`src/rtl/pkt_reader.sv`:
```
// Packet buffer read engine: fetches a length header and payload words, streams them out through a FIFO.
// Optional statistics outputs (pkt_count, byte_count) when PKT_READER_STATS_EN is defined.
module pkt_reader #(
  parameter int DATA_W     = 32,
  parameter int ADDR_W     = 10,
  parameter int LEN_W      = 11,
  parameter int FIFO_DEPTH = 16
) (
  input  logic              clk,
  input  logic              reset,
  input  logic              rd_ctrl,
  input  logic [ADDR_W-1:0] base_addr,
  output logic              rd_ctrl_rdy,
  output logic              mem_rd,
  output logic [ADDR_W-1:0] mem_addr,
  input  logic [DATA_W-1:0] mem_rdata,
  output logic [DATA_W-1:0] out_data,
  output logic              out_valid,
  input  logic              out_ready,
  output logic              out_last
`ifdef PKT_READER_STATS_EN
  ,
  output logic [31:0]       pkt_count,
  output logic [31:0]       byte_count
`endif
);

  localparam int BYTES = DATA_W / 8;
  localparam int BSH   = $clog2(BYTES);
  localparam int AW    = $clog2(FIFO_DEPTH);
  localparam int CW    = AW + 1;

  localparam logic [2:0] S_IDLE  = 3'd0;
  localparam logic [2:0] S_HDR   = 3'd1;
  localparam logic [2:0] S_READ  = 3'd2;
  localparam logic [2:0] S_DRAIN = 3'd3;
  localparam logic [2:0] S_DONE  = 3'd4;

  function automatic logic [LEN_W-1:0] ceil_words(input logic [LEN_W-1:0] len);
    logic [LEN_W:0] sum;
    sum = {1'b0, len} + (LEN_W+1)'(BYTES - 1);
    return LEN_W'(sum >> BSH);
  endfunction

  logic [2:0]        state_q, state_d;
  logic              hdr_ph_q, hdr_ph_d;
  logic              mem_rd_q, mem_rd_d;
  logic [ADDR_W-1:0] mem_addr_q, mem_addr_d;
  logic              rdv_q, rdv_d;
  logic              rdy_q, rdy_d;
  logic [LEN_W-1:0]  rd_idx_q, rd_idx_d;
  logic [LEN_W-1:0]  pop_idx_q, pop_idx_d;
  logic [AW-1:0]     wr_ptr_q, wr_ptr_d, rd_ptr_q, rd_ptr_d;
  logic [CW-1:0]     count_q, count_d;
  logic [ADDR_W-1:0] base_q, base_d;
  logic [LEN_W-1:0]  nwords_q, nwords_d;
  logic [DATA_W-1:0] fifo_mem [FIFO_DEPTH];

  logic [LEN_W-1:0]  len_in;
  logic [CW:0]       occ;
  logic              room, abort, push, pop;

  assign len_in    = mem_rdata[LEN_W-1:0];
  assign out_valid = (count_q != '0);
  assign out_data  = out_valid ? fifo_mem[rd_ptr_q] : '0;
  assign out_last  = out_valid && (pop_idx_q == nwords_q - LEN_W'(1));
  assign mem_rd    = mem_rd_q;
  assign mem_addr  = mem_addr_q;
  assign rd_ctrl_rdy = rdy_q;

  // Reserve FIFO space for every read still in the two-cycle memory pipeline
  assign occ   = {1'b0, count_q} + {{CW{1'b0}}, mem_rd_q} + {{CW{1'b0}}, rdv_q};
  assign room  = occ < (CW+1)'(FIFO_DEPTH);
  assign abort = !rd_ctrl && (state_q == S_HDR || state_q == S_READ || state_q == S_DRAIN);
  assign push  = rdv_q;
  assign pop   = out_valid && out_ready;

  always_comb begin
    state_d    = state_q;
    hdr_ph_d   = hdr_ph_q;
    mem_rd_d   = 1'b0;
    mem_addr_d = mem_addr_q;
    rdv_d      = mem_rd_q && (state_q == S_READ || state_q == S_DRAIN);
    rd_idx_d   = rd_idx_q;
    base_d     = base_q;
    nwords_d   = nwords_q;
    case (state_q)
      S_IDLE: if (rd_ctrl) begin
        state_d    = S_HDR;
        hdr_ph_d   = 1'b0;
        mem_rd_d   = 1'b1;
        mem_addr_d = base_addr;
        base_d     = base_addr;
        rd_idx_d   = '0;
      end
      S_HDR: begin
        if (!hdr_ph_q) begin
          hdr_ph_d = 1'b1;
        end else begin
          nwords_d = ceil_words(len_in);
          state_d  = (len_in == '0) ? S_DONE : S_READ;
        end
      end
      S_READ: if (rd_idx_q < nwords_q && room) begin
        mem_rd_d   = 1'b1;
        mem_addr_d = base_q + ADDR_W'(rd_idx_q) + ADDR_W'(1);
        rd_idx_d   = rd_idx_q + LEN_W'(1);
        if (rd_idx_q + LEN_W'(1) == nwords_q) state_d = S_DRAIN;
      end
      S_DRAIN: if (count_q == '0 && !mem_rd_q && !rdv_q) state_d = S_DONE;
      S_DONE:  if (!rd_ctrl) state_d = S_IDLE;
      default: state_d = S_IDLE;
    endcase
    if (abort) begin
      state_d  = S_IDLE;
      mem_rd_d = 1'b0;
      rdv_d    = 1'b0;
    end
    rdy_d = (state_d == S_DONE);
  end

  always_comb begin
    wr_ptr_d  = wr_ptr_q;
    rd_ptr_d  = rd_ptr_q;
    count_d   = count_q;
    pop_idx_d = pop_idx_q;
    if (abort || (state_q == S_IDLE)) begin
      wr_ptr_d  = '0;
      rd_ptr_d  = '0;
      count_d   = '0;
      pop_idx_d = '0;
    end else begin
      if (push) wr_ptr_d = wr_ptr_q + AW'(1);
      if (pop) begin
        rd_ptr_d  = rd_ptr_q + AW'(1);
        pop_idx_d = pop_idx_q + LEN_W'(1);
      end
      count_d = count_q + CW'(push) - CW'(pop);
    end
  end

  always_ff @(posedge clk) begin
    if (reset) begin
      state_q    <= S_IDLE;
      hdr_ph_q   <= 1'b0;
      mem_rd_q   <= 1'b0;
      mem_addr_q <= '0;
      rdv_q      <= 1'b0;
      rdy_q      <= 1'b0;
      rd_idx_q   <= '0;
      pop_idx_q  <= '0;
      wr_ptr_q   <= '0;
      rd_ptr_q   <= '0;
      count_q    <= '0;
    end else begin
      state_q    <= state_d;
      hdr_ph_q   <= hdr_ph_d;
      mem_rd_q   <= mem_rd_d;
      mem_addr_q <= mem_addr_d;
      rdv_q      <= rdv_d;
      rdy_q      <= rdy_d;
      rd_idx_q   <= rd_idx_d;
      pop_idx_q  <= pop_idx_d;
      wr_ptr_q   <= wr_ptr_d;
      rd_ptr_q   <= rd_ptr_d;
      count_q    <= count_d;
    end
  end

  // Datapath storage carries no reset; validity comes from the control flops
  always_ff @(posedge clk) begin
    base_q   <= base_d;
    nwords_q <= nwords_d;
    if (push) fifo_mem[wr_ptr_q] <= mem_rdata;
  end

`ifdef PKT_READER_STATS_EN
  logic [LEN_W-1:0] len_q, len_d;
  logic [31:0]      pkt_count_q, pkt_count_d, byte_count_q, byte_count_d;

  always_comb begin
    len_d        = (state_q == S_HDR && hdr_ph_q) ? len_in : len_q;
    pkt_count_d  = pkt_count_q;
    byte_count_d = byte_count_q;
    if (state_d == S_DONE && state_q != S_DONE) begin
      pkt_count_d  = pkt_count_q + 32'd1;
      byte_count_d = byte_count_q + 32'(len_d);
    end
  end

  always_ff @(posedge clk) begin
    len_q <= len_d;
    if (reset) begin
      pkt_count_q  <= '0;
      byte_count_q <= '0;
    end else begin
      pkt_count_q  <= pkt_count_d;
      byte_count_q <= byte_count_d;
    end
  end

  assign pkt_count  = pkt_count_q;
  assign byte_count = byte_count_q;
`endif

endmodule

```
`config.mk`:
```
export PLATFORM = sky130hd
export DESIGN_NAME = pkt_reader
export DESIGN_NICKNAME = d
export VERILOG_FILES = /design/src/rtl/pkt_reader.sv
export SDC_FILE = /design/constraint.sdc
export NUM_CORES = 1
export LEC_CHECK = 0
export BUFFER_PORTS_ARGS = -buffer_cell sky130_fd_sc_hd__buf_2
export CAP_MARGIN = 5
export CORE_MARGIN = 4
export CORE_UTILIZATION = 56
export DETAILED_ROUTE_END_ITERATION = 16
export HOLD_SLACK_MARGIN = 0.1
export PLACE_DENSITY = 0.82
export SLEW_MARGIN = 25
export SYNTH_ARGS = -nofsm -noshare
export SYNTH_HDL_FRONTEND = slang
export SYNTH_SLANG_ARGS = --single-unit
```
`constraint.sdc`:
```
create_clock -name clk -period 3.05 [get_ports clk]
set_input_delay 0.1525 -clock clk [delete_from_list [all_inputs] [get_ports clk]]
set_output_delay 0.1525 -clock clk [all_outputs]
set_load 0.05 [all_outputs]
```
==> impl_metrics.yaml, run 1 <==
outcome:
  status: "complete, no violations"
global_route:
  antenna_found_initial: 0
  overflow: 0
  grt_max_degree: 81
  grt_pass1_wl_mm: 88.0
  grt_pass1_vias: 13607
  grt_use_total_pct: 25.5
power_and_ir_drop:
  power_mw: 16.1
  seq_power_share_pct: 54.7
  combPwrFrac_pct: 2.6
  p_leak_nw: 9.13
  powerDensity_mw_per_mm2: 578
  p_sw_share_pct: 20.8
  switchingPower_mw: 3.36
  max-vdd-ir-drop_uv: 581
  internal_power_mw: 12.8
  clkPwrFrac_pct: 42.7
finish:
  stdcell_count: 2040
  nets: 1544
  drive_gt1_share_pct: 27.6
  antenna_cells: 0
  num-fill-cells: 2590
  area_growth_pct: 16.4
setup_path:
  r2r-end: "count_q[4]$_SDFF_PP0_"
  critPathMaxFanout: 3
  cp_top_family: "simple AND/OR/NAND/NOR gates"
  crit_type: "reg2out"
  crit_path_max_incr_delay_ns: 0.43
  start_kind: "register"
  cp-end-kind: "primary output"
  worstPathRequired_ns: 2.90
  crit_top_cell: "mux2i_1"
  crit_buf_inv: 1
  path_cells: "or3_4 > nor4b_4 > mux2i_1 > mux2i_1 > o21a_1 > a2111oi_2 > buf_4"
  crit_arrival_ns: 2.86
  crit_slowest_cell: "or3_4"
  r2r-start: "count_q[3]$_SDFF_PP0_"
  rrSetupSlack_ns: 0.30
  reg2reg_depth: 14
clocking:
  htree_levels: 2
  numCtsBuffers: 56
  clk_latency_ns: 0.63
  cts.sinks: 588
  ctsLongestPathBuffers: 3
  cts_tree: "done"
  cts.clk_slew.worst_paths_ns: 0.07
  cts_root_buffer: "clkbuf_16"
synth:
  netlist_area_mm2: 0.0240
  syn_area_per_cell_um2: 18.9
  synth_top_area_share_pct: 66.5
  ys.flop_type: "edfxtp_1"
  synth_area_leaders: "edfxtp_1 66%, mux4_2 15%, dfxtp_1 4.7%, ha_1 1.9%, and2_1 1.3%"
  synth_warnings: 0
  ys_ff_latch: 588
  synthTopCellsByCount: "532 x edfxtp_1, 160 x mux4_2, 65 x nor2_1"
  syn-num-nets: 1353
  ys_seq_area_share_pct: 71.2
  synth_top_cell_by_area: "edfxtp_1"
  netlist-cell-type-count: 59
  synthCells: 1268
  synthMostInstantiatedCell: "edfxtp_1"
  ys_async_sr_fraction_pct: 0
  synth_enable_flop_cells: 532
timing:
  fmax_mhz: 332
  fin_worst_skew_ns: 0.0392
  maxSlewHeadroom_pct: 44.4
  final_max_slew_viol_count: 0
  fin_hold_ws_ns: 0.274
  setup_violations: 0
  grt_setup_unrepaired: "yes"
  fin_setup_tns_ns: 0
  fin_crit_ns: 3.01
  finalCritPeriodShare_pct: 98.8
  hold_viol: 0
  tightest_slew_ns: 0.834
route:
  via_per_inst: 6.42
  met3WireLength_mm: 5.31
  first_pass_iters: 5
  drc: 0
  antenna_left: 0
  met1Wirelength_mm: 21.5
  drt_iter0_markers: 1524
  wl_per_cell_um: 28.6
  met2_length_mm: 29.7
  wirelength_mm: 58.3
  vias: 13103
  routed.top_layer: "met4"
placed_design:
  hpwl_mm: 28.7
  place_inst: 1882
  port_buffers: 91
  globalplace.congestion: 0.895
floorplanning:
  io_pins: 92
  die_h_um: 215
  fp.dieW_um: 215
  core_area_mm2: 0.0421
  rows: 75
  start_util_pct: 57.0
  die-area_mm2: 0.0463
min_path:
  hold_class: "in2reg"
  whs_path_depth: 2
  worstHoldStart: "base_addr[6]"
  worstHoldEndpoint: "base_q[6]$_DFFE_PP_"
flow_run:
  max-cap-violations: 0
## cell type report
class	instances	area (µm²)	share of cell area (%)
Sequential cell	588	17100	61.2
Multi-Input combinational cell	599	6650	23.8
Timing Repair Buffer	188	1630	5.83
Clock inverter	36	348	1.24
Inverter	26	97.6	0.349
Clock buffer	64	1450	5.20
Tap cell	539	674	2.41
## power by group through the flow
stage          clock network [mW]  logic [mW]  registers (mW)
3_3_place_gp                    0       0.346            9.00
3_5_place_dp                    0       0.362            9.00
5_1_grt                      7.35       0.463            8.83
2_1_floorplan                   0       0.141            9.05
6_report                     6.89       0.425            8.83
4_1_cts                      6.92       0.414            8.83
## metal layers
metal,vias to the layer above,global-route usage (%)
li1,5499,-
met1,6718,34.3
met5,-,0
met3,124,4.45
met2,762,43.2
met4,0,7.84
## registers in the layout, indices dropped and copies added, names as in the netlist, named ones only
name,count
fifo_mem,512
pop_idx_q,11
rd_idx_q,11
base_q,10
mem_addr,10
nwords_q,10
count_q,5
rd_ptr_q,4
wr_ptr_q,4
state_q,3
hdr_ph_q,1
mem_rd,1
push,1
rd_ctrl_rdy,1
## placed cells by master (no fill, tap or decap), types with 4 or more instances in the layout
cell type      count
mux2i_1            7
and2_1            32
buf_4             34
and2_2            16
or3_1              7
clkinv_2          10
buf_2             84
clkbuf_1           7
nor2_1            65
ha_1              37
dfxtp_1           51
xnor2_1           26
a311oi_1           8
bufinv_16          5
o21ai_0           21
edfxtp_1         532
and3_1             8
nor2b_1            5
clkinv_1          16
nor3_1            21
o21a_1             6
dlygate4sd3_1     45
nand3_1           10
a21o_1             4
nand2b_1           4
mux4_2           160
a211oi_1           7
clkbuf_16         59
inv_1             25
nand4_1           10
nand2_1           37
a31oi_1            5
buf_16             5
xor2_1            30
a21oi_1           24
buf_12            13
## kinds of logic after synthesis
kind of cell / count (synthesis) / share of synthesized area (%)
adder cells (fa/ha/maj): 39 / 2.09
AO/OA/AOI/OAI: 101 / 2.84
XOR/XNOR: 56 / 2.04
multiplexers: 167 / 15.3
flip-flops: 588 / 71.2
buffers and inverters: 81 / 1.38
AND/OR/NAND/NOR: 236 / 5.20
## worst reg2reg max path, stage by stage (launching register included)
cell,delay (ns)
dfxtp_1,0.33
inv_1,0.09
ha_1,0.13
or4b_4,0.46
and2_4,0.18
ha_1,0.26
inv_1,0.04
ha_1,0.19
inv_1,0.08
fa_2,0.21
inv_1,0.06
a21oi_2,0.14
nor2_1,0.06
or3_1,0.32
a21oi_2,0.13
## per-stage QoR
| stage | worst slack, ns | utilization [%] | cell area (µm²) |
|---|---|---|---|
| after floorplan | 0.0879 | - | 24000 |
| after global placement | 0.233 | 60.3 | 25400 |
| after detailed placement | 0.154 | 60.3 | 25400 |
| after CTS | -0.0188 | 66.0 | 27800 |
| after global routing | -0.0777 | 66.4 | 28000 |
| final | 0.0366 | 66.4 | 28000 |
## how the worst max path moves through the flow
stage,start,slack [ns],cells past startpoint,end
CTS,nwords_q[0]$_DFFE_PP_,-0.02,7,out_last
finish,nwords_q[2]$_DFFE_PP_,0.04,7,out_last
detailed placement,count_q[2]$_SDFF_PP0_,0.15,14,count_q[4]$_SDFF_PP0_
floorplan,nwords_q[2]$_DFFE_PP_,0.09,7,out_last
global route,nwords_q[2]$_DFFE_PP_,-0.08,7,out_last
global placement,count_q[2]$_SDFF_PP0_,0.23,14,count_q[4]$_SDFF_PP0_
## timing repair
action,in CTS,in global routing
hold buffers,45,0
hold endpoints to repair,555,0
endpoints found under the setup margin,23,28
gates cloned,2,2
buffers inserted,5,4
gates resized for setup,9,22
pin swaps,0,2
Power figures use the tool's default switching activity.
==> inputs of run 2 (changes only) <==
ABC_CLOCK_PERIOD_IN_PS = 3050   (was default)
CORE_ASPECT_RATIO = 1.1   (was default)
==> run 2 against run 1 <==
  * Maximum frequency decreased by 0.31%
  * Register-to-register slack worse by 0.05 ns
  * Critical path depth unchanged
  * Critical path type unchanged
  * Clock power grew 7.4%
  * Sequential cell count is the same
  * Wire length increased by 1.2%
  * Final area grew 1.5%
==> impl_metrics.yaml, run 2 (synthesized netlist as in run 1, its figures left out) <==
finish:
  stdcell_count: 2084
  area_growth_pct: 18.1
  multi_input_area_mm2: 0.00666
  ff_latch_area_mm2: 0.0171
  largest_register_ffs: 512
  finalInstanceArea_mm2: 0.0284
  final_cell_mix: "532 x edfxtp_1, 160 x mux4_2, 88 x buf_2"
  largestRegisters: "fifo_mem: 512 flops, pop_idx_q: 11 flops, rd_idx_q: 11 flops"
  top_register: "fifo_mem"
  num-fill-cells: 2633
  nets: 1554
  drive_gt1_share_pct: 28.6
  layout_commonest_cell: "edfxtp_1"
setup_path:
  critPathMaxFanout: 4
  crit_start: "nwords_q[0]$_DFFE_PP_"
  start_kind: "register"
  r2r-end: "count_q[4]$_SDFF_PP0_"
  crit_end: "out_last"
  rrSetupSlack_ns: 0.25
  cp-end-kind: "primary output"
  reg2reg_depth: 14
  crit_type: "reg2out"
  crit_arrival_ns: 2.87
  worstPathRequired_ns: 2.90
  r2r-start: "count_q[2]$_SDFF_PP0_"
min_path:
  hold_class: "in2reg"
  worstHoldStart: "base_addr[7]"
route:
  wirelength_mm: 59.0
  via_per_inst: 6.39
  wl_per_cell_um: 28.3
  drt_iter0_markers: 1683
  vias: 13311
  drc: 0
  first_pass_iters: 5
  antenna_left: 0
power_and_ir_drop:
  p_sw_share_pct: 20.3
  seq_power_share_pct: 53.0
  switchingPower_mw: 3.39
  max-vdd-ir-drop_uv: 594
  internal_power_mw: 13.3
  p_leak_nw: 9.29
  powerDensity_mw_per_mm2: 587
  combPwrFrac_pct: 2.5
  power_mw: 16.7
  clkPwrFrac_pct: 44.4
flow_run:
  max-cap-violations: 0
clocking:
  cts_tree: "done"
  clk_latency_ns: 0.61
  ctsLongestPathBuffers: 3
  cts_root_buffer: "clkbuf_16"
  numCtsBuffers: 56
  cts.sinks: 588
  htree_levels: 2
  cts.clk_slew.worst_paths_ns: 0.06
global_route:
  overflow: 0
  grt_max_degree: 41
  grt_pass1_vias: 13572
  grt_pass1_wl_mm: 87.0
  grt_use_total_pct: 25.5
  antenna_found_initial: 2
outcome:
  status: "complete, no violations"
floorplanning:
  fp.dieW_um: 205
  io_pins: 92
  die_h_um: 225
  start_util_pct: 56.7
  rows: 79
  core_area_mm2: 0.0424
  die-area_mm2: 0.0463
timing:
  fin_crit_ns: 3.02
  finalCritPeriodShare_pct: 99.1
  fin_setup_tns_ns: 0
  hold_viol: 0
  fin_worst_skew_ns: 0.0166
  final_max_slew_viol_count: 0
  tightest_slew_ns: 0.868
  setup_slack_ns: 0.0272
  fmax_mhz: 331
  maxSlewHeadroom_pct: 42.1
  grt_setup_unrepaired: "yes"
  setup_violations: 0
placed_design:
  globalplace.congestion: 0.886
  hpwl_mm: 30.0
  place_area_mm2: 0.0256
  pre_cts_ws_ns: 0.116
  place_inst: 1910
  port_buffers: 91
## run 2: cell types whose count changed in the layout (fill, tap and decap cells not counted), moves of 2 or more
cell | previous run | this run
clkinv_1 | 16 | 10
buf_16 | 5 | 7
bufinv_16 | 5 | 11
clkinvlp_4 | 1 | 6
clkinv_16 | 2 | 0
buf_12 | 13 | 20
buf_4 | 34 | 32
buf_2 | 84 | 88
## run 2: timing repair
item                                   in CTS  in global routing
gates cloned                                3                  3
pin swaps                                   0                  2
endpoints found under the hold margin     554                  0
gates resized for setup                    10                 18
setup endpoints to repair                   6                 23
hold buffers                               45                  0
setup buffers                               3                 14
## run 2: power groups by stage
stage / Sequential, mW / Clock [mW] / Combinational [mW]
finish: 8.83 / 7.40 / 0.424
global route: 8.83 / 7.85 / 0.462
CTS: 8.83 / 7.43 / 0.418
detailed placement: 9.00 / 0 / 0.365
global placement: 9.00 / 0 / 0.346
floorplan: 9.05 / 0 / 0.141
## run 2: final cells by class
class	instances	share of cell area, %
multi-input combinational	599	23.5
clock buffer	63	5.03
timing repair buffer	198	6.53
inverter	26	0.344
clock inverter	42	1.85
antenna	1	0.00882
sequential	588	60.3
tap	567	2.50
## run 2: how the worst min path moves through the flow
stage | end | slack, ns | cells after the start
4_1_cts | base_q[7]$_DFFE_PP_ | 0.26 | 2
6_report | base_q[7]$_DFFE_PP_ | 0.29 | 2
5_1_grt | base_q[7]$_DFFE_PP_ | 0.30 | 2
2_1_floorplan | base_q[0]$_DFFE_PP_ | 0.25 | 0
3_5_place_dp | base_q[8]$_DFFE_PP_ | 0.35 | 1
3_3_place_gp | base_q[7]$_DFFE_PP_ | 0.35 | 1
## run 2: worst max-delay path: stages, from the launching register on
cell and delay [ns]:
edfxtp_1 0.45, or3_4 0.43, nor4b_4 0.37, mux2i_1 0.23, mux2i_1 0.09, o21a_1 0.21, a2111oi_4 0.28, buf_6 0.20
## run 2: through the flow
stage	utilization, %	hold WS (ns)
6_report	66.9	0.293
5_1_grt	66.9	0.302
4_1_cts	66.4	0.255
3_5_place_dp	60.3	0.351
3_3_place_gp	60.3	0.347
2_1_floorplan	-	0.251
## run 2: routing by layer
layer  global-route usage (%)  wire, µm
met5                        0         8
met4                     7.41      1530
met3                     4.68      5250
met2                     44.0     30700
met1                     33.7     21500
